## config.mk

```make
export PLATFORM = sky130hd
export DESIGN_NAME = bcd_to_bin_seq
export DESIGN_NICKNAME = d
export VERILOG_FILES = /design/src/rtl/bcd_to_bin_seq.sv
export SDC_FILE = /design/constraint.sdc
export NUM_CORES = 1
export LEC_CHECK = 0
export ABC_AREA = 0
export CORE_ASPECT_RATIO = 1.5
export CORE_UTILIZATION = 50
export DETAILED_ROUTE_END_ITERATION = 8
export PLACE_DENSITY_LB_ADDON = 0.05
export SLEW_MARGIN = 20
export SYNTH_ARGS = -nofsm -noshare
export SYNTH_HDL_FRONTEND = slang
export SYNTH_SLANG_ARGS = --single-unit
export TNS_END_PERCENT = 20
```

## constraint.sdc

```tcl
create_clock -name clk -period 3.6 [get_ports clk]
set_input_delay 0.72 -clock clk [delete_from_list [all_inputs] [get_ports clk]]
set_output_delay 0.72 -clock clk [all_outputs]
set_load 0.005 [all_outputs]
```

## src/rtl/bcd_to_bin_seq.sv

```systemverilog
// Sequential BCD-to-binary converter (reverse double-dabble, one shift per clock).
// Optional input-digit validation enabled by defining BCD_CHECK_EN.
module bcd_to_bin_seq #(
    parameter int unsigned DIGITS = 4,
    parameter int unsigned BIN_W  = 14
) (
    input  logic                  clk,
    input  logic                  reset_p,
    input  logic                  start,
    input  logic [4*DIGITS-1:0]   bcd,
    output logic                  busy,
    output logic                  done,
    output logic [BIN_W-1:0]      bin,
    output logic                  err
);

    localparam int unsigned BCD_W = 4 * DIGITS;
    localparam int unsigned CNT_W = (BIN_W > 1) ? $clog2(BIN_W) : 1;

    typedef enum logic {
        IDLE,
        SHIFT
    } state_t;

    state_t             state_q, state_d;
    logic [BCD_W-1:0]   bcd_sr_q, bcd_sr_d;
    logic [BIN_W-1:0]   bin_sr_q, bin_sr_d;
    logic [CNT_W-1:0]   cnt_q, cnt_d;
    logic               busy_q, busy_d;
    logic               done_q, done_d;
    logic [BIN_W-1:0]   bin_q, bin_d;
    logic               err_q, err_d;

    logic [BCD_W+BIN_W-1:0] cat_sh;
    logic [BCD_W-1:0]       sh_bcd;
    logic [BCD_W-1:0]       corr_bcd;
    logic [BIN_W-1:0]       sh_bin;

    // Shift the joint register right, then pull each digit >= 8 back by 3 (per nibble, no borrow).
    always_comb begin
        cat_sh   = {bcd_sr_q, bin_sr_q} >> 1;
        sh_bcd   = cat_sh[BCD_W+BIN_W-1:BIN_W];
        sh_bin   = cat_sh[BIN_W-1:0];
        corr_bcd = sh_bcd;
        for (int unsigned i = 0; i < DIGITS; i++) begin
            if (sh_bcd[4*i +: 4] >= 4'd8) begin
                corr_bcd[4*i +: 4] = sh_bcd[4*i +: 4] - 4'd3;
            end
        end
    end

`ifdef BCD_CHECK_EN
    logic bcd_bad;

    always_comb begin
        bcd_bad = 1'b0;
        for (int unsigned i = 0; i < DIGITS; i++) begin
            if (bcd[4*i +: 4] > 4'd9) begin
                bcd_bad = 1'b1;
            end
        end
    end
`endif

    always_comb begin
        state_d  = state_q;
        bcd_sr_d = bcd_sr_q;
        bin_sr_d = bin_sr_q;
        cnt_d    = cnt_q;
        busy_d   = busy_q;
        done_d   = 1'b0;
        bin_d    = bin_q;
        err_d    = err_q;

        case (state_q)
            IDLE: begin
                if (start) begin
`ifdef BCD_CHECK_EN
                    if (bcd_bad) begin
                        done_d = 1'b1;
                        err_d  = 1'b1;
                        bin_d  = '0;
                    end else begin
                        bcd_sr_d = bcd;
                        bin_sr_d = '0;
                        cnt_d    = '0;
                        busy_d   = 1'b1;
                        state_d  = SHIFT;
                    end
`else
                    bcd_sr_d = bcd;
                    bin_sr_d = '0;
                    cnt_d    = '0;
                    busy_d   = 1'b1;
                    state_d  = SHIFT;
`endif
                end
            end
            SHIFT: begin
                bcd_sr_d = corr_bcd;
                bin_sr_d = sh_bin;
                cnt_d    = cnt_q + CNT_W'(1);
                if (cnt_q == CNT_W'(BIN_W - 1)) begin
                    bin_d   = sh_bin;
                    err_d   = 1'b0;
                    done_d  = 1'b1;
                    busy_d  = 1'b0;
                    state_d = IDLE;
                end
            end
            default: begin
                state_d = IDLE;
                busy_d  = 1'b0;
            end
        endcase
    end

    always_ff @(posedge clk) begin
        if (reset_p) begin
            state_q  <= IDLE;
            bcd_sr_q <= '0;
            bin_sr_q <= '0;
            cnt_q    <= '0;
            busy_q   <= 1'b0;
            done_q   <= 1'b0;
            bin_q    <= '0;
            err_q    <= 1'b0;
        end else begin
            state_q  <= state_d;
            bcd_sr_q <= bcd_sr_d;
            bin_sr_q <= bin_sr_d;
            cnt_q    <= cnt_d;
            busy_q   <= busy_d;
            done_q   <= done_d;
            bin_q    <= bin_d;
            err_q    <= err_d;
        end
    end

    assign busy = busy_q;
    assign done = done_q;
    assign bin  = bin_q;
    assign err  = err_q;

endmodule

```

==> flow_metrics.py, run 1 <==
metrics = {
    "outcome": {
        "status": "completed",
    },
    "timing": {
        "worstMarginPinSlew_ps": 619.0,
        "rsz0062_at_grt": "false",
        "fin_skew_ps": 10.97,
        "fin_setup_tns_ps": 0,
        "min_period_ps": 2229,
        "maxSlewHeadroom_pct": 58.60,
        "setup_violations": 0,
        "finalHoldViolations": 0,
        "final.setup.worst_slack_ps": 1371,
        "fmax_mhz": 448.7,
        "period_share_pct": 61.91,
        "maxSlewViolCount": 0,
    },
    "worst_setup_path": {
        "timing.rr.end": "cnt_q[3]",
        "critPathMostFrequentCell": "a211oi_1",
        "rr_worst_depth": 3,
        "crit_family": "buffers and inverters",
        "path_max_fanout": 26,
        "critPathRequiredTime_ps": 3760,
        "reg2reg_slack_ps": 2160,
        "endpoint_kind": "flop",
        "path_buf_inv": 2,
        "start_kind": "primary input",
        "crit_chain": "clkdlybuf4s50_1, buf_4, nor2b_1, a211oi_1, a211oi_1",
        "cp.arrival_ps": 2390,
        "cp_slowest_cell": "clkdlybuf4s50_1",
        "slowest_delay_ps": 860,
        "r2r-start": "state_q",
        "crit_type": "primary input to flop",
    },
    "drt": {
        "drc": 0,
        "firstDrtPassIters": 4,
        "ant_nets": 0,
        "routedWlPerCell_um": 13.16,
        "via_count": 1644,
        "drt-total-wl_um": 3894,
        "drtIter0Drc": 47,
        "vias_per_cell": 5.554,
    },
    "pwr": {
        "switchingPower_uw": 257.3,
        "comb_power_share_pct": 10.7,
        "seqPwrFrac_pct": 53.7,
        "p_int_uw": 837.8,
        "switching_share_pct": 23.49,
        "clkPwrFrac_pct": 35.6,
        "vdd_ir_drop_max_uv": 346.1,
        "power_density_nw_per_um2": 418.8,
        "p_leak_nw": 0.9630,
    },
    "yosys": {
        "synth-seq-cells": 50,
        "synth_cell_types": 32,
        "synth_top_flop_cell": "dfxtp_1",
        "netlist_area_um2": 2193,
        "avgSynthCellArea_um2": 9.792,
        "syn_inst": 224,
        "syn_nets": 251,
        "ys_warn_count": 0,
        "synth-seq-area-share_pct": 45.64,
        "synth_edf_count": 0,
        "async_reset_ff_share_pct": 0,
    },
    "placed_design": {
        "hpwlAfterDp_um": 2711,
        "dpl_cell_area_um2": 2505,
        "gp_congestion": 0.6931,
        "io_buffers": 34,
        "place_ws_ps": 1018,
    },
    "clocking": {
        "cts_setup_buffers": 0,
        "cts.sinks": 50,
        "ctsHoldBuffers": 0,
        "cts_inserted_buffers": 5,
        "cts.reportedPaths.clkPinSlew_ps": 90,
        "clock_latency_ps": 310,
        "cts_tree": "built",
        "cts_resized": 0,
        "cts_root_buf": "clkbuf_8",
        "clockBufferDepth": 2,
        "htreeDepth": 2,
    },
    "global_route": {
        "grt_max_degree": 64,
        "grt_remaining_overflow": 0,
        "grt_pass1_vias": 1592,
        "antenna_found_initial": 0,
        "grt_pass1_wl_um": 6941,
        "grt_use_total_pct": 18.82,
    },
    "layout": {
        "area_growth_pct": 19.22,
        "antennaDiodeCount": 0,
        "fin_area_um2": 2615,
        "drive_gt1_share_pct": 6.800,
        "fin_nets": 276,
        "final_cell_mix": "49 x dfxtp_1, 34 x clkdlybuf4s50_1, 22 x nor2_1",
        "final_common_cell": "dfxtp_1",
    },
    "floorplan": {
        "die_h_um": 83.12,
        "die_area_um2": 4661,
        "initial_utilization_pct": 52.11,
        "core_um2": 4209,
        "die_x_um": 56.08,
        "io_pins": 36,
        "rows": 29,
    },
    "hold_path": {
        "hold_path_class": "flop to flop",
        "hold_end": "bin[0]",
        "holdPathStages": 1,
        "hp-start": "bin_sr_q[1]",
    },
    "flow_run": {
        "drv_cap": 0,
    },
}
power groups by stage:
| stage | clock network (mW) | registers, mW | logic (mW) |
|---|---|---|---|
| after global routing | 0.418 | 0.591 | 0.132 |
| after detailed placement | 0 | 0.602 | 0.118 |
| after CTS | 0.399 | 0.589 | 0.118 |
| final | 0.390 | 0.588 | 0.117 |
| after floorplan | 0 | 0.596 | 0.0884 |
| after global placement | 0 | 0.600 | 0.111 |
layout make-up:
class,instances,area [µm²]
clock buffers,6,72.57
clock inverters,2,37.54
fillers,386,1594
inverters,7,26.28
multi-input cells,148,1056
flip-flops and latches,50,1002
well taps,46,57.56
repair buffers,37,362.8
per-layer routing:
metal,part of all wire [%],global-route usage [%]
met1,43,18.86
met2,51,34.63
met4,2.3,10.20
met5,0,0
met3,3.8,4.517
worst register-to-register path, cell delays in order, from the launching register on:
cell,delay (ps)
dfxtp_2,340
buf_4,480
or3b_1,410
a31oi_1,140
stage by stage:
stage	cells	power, mW	util, %	hold slack (ps)
floorplan	224	0.6848	-	434.1
global placement	288	0.7115	59.51	447.5
detailed placement	288	0.7194	59.51	462.2
CTS	296	1.105	62.13	483.2
global route	296	1.142	62.13	491.8
finish	296	1.095	62.13	477.2
how the worst max path moves through the flow:
stage / cells past startpoint / to / start / slack (ps)
after floorplan: 5 / bin[0] / reset_p / 2100
after global placement: 5 / bcd_sr_q[8] / start / 1090
after detailed placement: 5 / bcd_sr_q[5] / start / 1020
after CTS: 5 / bcd_sr_q[5] / start / 1350
after global routing: 5 / bcd_sr_q[2] / start / 1190
final: 5 / bcd_sr_q[5] / start / 1370
state kept, by name (all words and copies together), names as in the netlist:
name	cells
bcd_sr_q	16
bin	14
bin_sr_q	13
cnt_q	4
busy	1
done	1
state_q	1
logic make-up (layout without fill, tap and decap cells):
family | after synthesis | count (layout) | share of synthesized area [%]
and+or+nand+nor | 63 | 63 | 16.37
AOI/OAI and AO/OA | 56 | 56 | 18.08
DFF | 50 | 50 | 45.64
buffers and inverters | 26 | 52 | 6.218
muxes | 14 | 14 | 6.560
adders and majority gates | 8 | 8 | 4.564
xor gates and xnor gates | 6 | 6 | 2.396
other | 1 | 1 | 0.1710
synth_stat cells, types with 5 or more instances:
cell type	instances	area (µm²)
nor2_1	22	82.58
inv_1	7	26.28
xnor2_1	6	52.55
nor3b_1	13	97.59
dfxtp_1	50	1001
a211oi_1	18	135.1
buf_2	7	35.03
clkbuf_1	5	18.77
ha_1	8	100.1
mux2i_1	11	110.1
a22o_1	14	122.6
a21oi_1	17	85.08
nor2b_1	15	93.84
No activity file was read; power rests on OpenSTA's default activity.
==> inputs of run 2 (changes only) <==
clock period = 2.2 ns   (was 3.6 ns; I/O delays follow)
==> run 2 against run 1 <==
Clock power is 61% higher. First-iteration DRC count is 21% lower. Via count is 0.67% lower. Non-clock buffer count stayed put.
==> flow_metrics.py, run 2 (synthesis results as in run 1) <==
metrics = {
    "floorplan": {
        "io_pins": 36,
        "die_area_um2": 4661,
        "core_um2": 4209,
        "die_h_um": 83.12,
        "rows": 29,
        "die_x_um": 56.08,
        "initial_utilization_pct": 52.11,
    },
    "clocking": {
        "cts_setup_buffers": 0,
        "cts_tree": "built",
        "clockBufferDepth": 2,
        "cts_root_buf": "clkbuf_8",
        "cts_inserted_buffers": 5,
        "cts_resized": 0,
        "clock_latency_ps": 290,
        "cts.reportedPaths.clkPinSlew_ps": 80,
        "cts.sinks": 50,
        "htreeDepth": 2,
        "ctsHoldBuffers": 0,
    },
    "worst_setup_path": {
        "start_kind": "flop",
        "crit_chain": "clkdlybuf4s50_1",
        "crit_cells": 1,
        "slowest_delay_ps": 510,
        "crit_type": "flop to output port",
        "rr_worst_depth": 3,
        "path_max_fanout": 2,
        "critPathRequiredTime_ps": 1760,
        "endpoint_kind": "output port",
        "crit_family": "buffers and inverters",
        "cp_slowest_cell": "clkdlybuf4s50_1",
        "cp.arrival_ps": 1150,
        "path_buf_inv": 1,
    },
    "placed_design": {
        "hpwlAfterDp_um": 2846,
        "io_buffers": 34,
        "gp_congestion": 0.7169,
        "place_inst": 288,
    },
    "layout": {
        "final_cell_mix": "49 x dfxtp_1, 34 x clkdlybuf4s50_1, 22 x nor2_1",
        "final_cells": 296,
        "largest_reg_flops": 16,
        "top_register": "bcd_sr_q",
        "fin_nets": 276,
        "drive_gt1_share_pct": 6.800,
        "final_common_cell": "dfxtp_1",
        "area_growth_pct": 20.36,
        "antennaDiodeCount": 0,
    },
    "timing": {
        "fin_skew_ps": 2.148,
        "setup_violations": 0,
        "maxSlewHeadroom_pct": 63.42,
        "holdWs_ps": 476.3,
        "maxSlewViolCount": 0,
        "min_period_ps": 1593,
        "period_share_pct": 72.40,
        "finalHoldViolations": 0,
        "fin_setup_tns_ps": 0,
        "fmax_mhz": 627.8,
        "worstMarginPinSlew_ps": 548.2,
        "rsz0062_at_grt": "false",
    },
    "global_route": {
        "grt_pass1_wl_um": 7017,
        "grt_use_total_pct": 18.47,
        "grt_max_degree": 46,
        "grt_remaining_overflow": 0,
        "antenna_found_initial": 0,
        "grt_pass1_vias": 1654,
    },
    "drt": {
        "ant_nets": 0,
        "drtIter0Drc": 37,
        "drt-total-wl_um": 3974,
        "via_count": 1633,
        "firstDrtPassIters": 4,
        "routedWlPerCell_um": 13.43,
        "vias_per_cell": 5.517,
        "drc": 0,
    },
    "pwr": {
        "switching_share_pct": 22.93,
        "clkPwrFrac_pct": 35.0,
        "switchingPower_uw": 409.5,
        "p_leak_nw": 0.9715,
        "seqPwrFrac_pct": 54.3,
        "vdd_ir_drop_max_uv": 518.8,
        "power_density_nw_per_um2": 676.5,
        "p_total_mw": 1.786,
        "p_int_mw": 1.376,
        "comb_power_share_pct": 10.7,
    },
    "outcome": {
        "status": "completed",
    },
    "hold_path": {
        "hold_path_class": "flop to flop",
        "holdPathStages": 1,
    },
    "flow_run": {
        "drv_cap": 0,
    },
}
run 2: changes by cell type in the layout (fill, tap and decap cells not counted):
cell / previous run / this run
buf_12: 0 / 2
buf_4: 3 / 1
run 2: metal layers:
metal / global-route usage (%) / share of wire, % / vias up
li1: - / - / 827
met4: 6.652 / 1.2 / 0
met2: 36.80 / 56 / 29
met1: 18.49 / 40 / 772
met5: 0 / 0 / -
met3: 2.804 / 2.6 / 5
run 2: stage by stage:
stage / cell area (µm²) / util [%] / worst slack, ps
2_1_floorplan: 2193 / - / 850.7
3_3_place_gp: 2530 / 60.11 / 334.6
3_5_place_dp: 2530 / 60.11 / 303.4
4_1_cts: 2640 / 62.72 / 579.8
5_1_grt: 2640 / 62.72 / 528.9
6_report: 2640 / 62.72 / 607.2
run 2: worst paths after layout:
kind / start / endpoint / slack, ps
worst max-delay path: bin[13] / bin[13] / 610
worst min-delay path: busy / busy / 480
worst max register to register: state_q / bin[6] / 720
worst min register to register: busy / busy / 480
run 2: final cells by class:
class / instances / area [µm²]
flip-flops and latches: 50 / 1002
well taps: 46 / 57.56
clock inverters: 2 / 37.54
fillers: 396 / 1569
inverters: 7 / 26.28
multi-input cells: 148 / 1056
repair buffers: 37 / 387.9
clock buffers: 6 / 72.57
run 2: power by group through the flow:
stage                     sequential, mW  clock (mW)  combinational, mW
after floorplan                    0.976           0              0.145
after global placement             0.988           0              0.183
after detailed placement           0.992           0              0.192
after CTS                          0.970       0.642              0.193
after global routing               0.975       0.677              0.212
final                              0.970       0.626              0.191
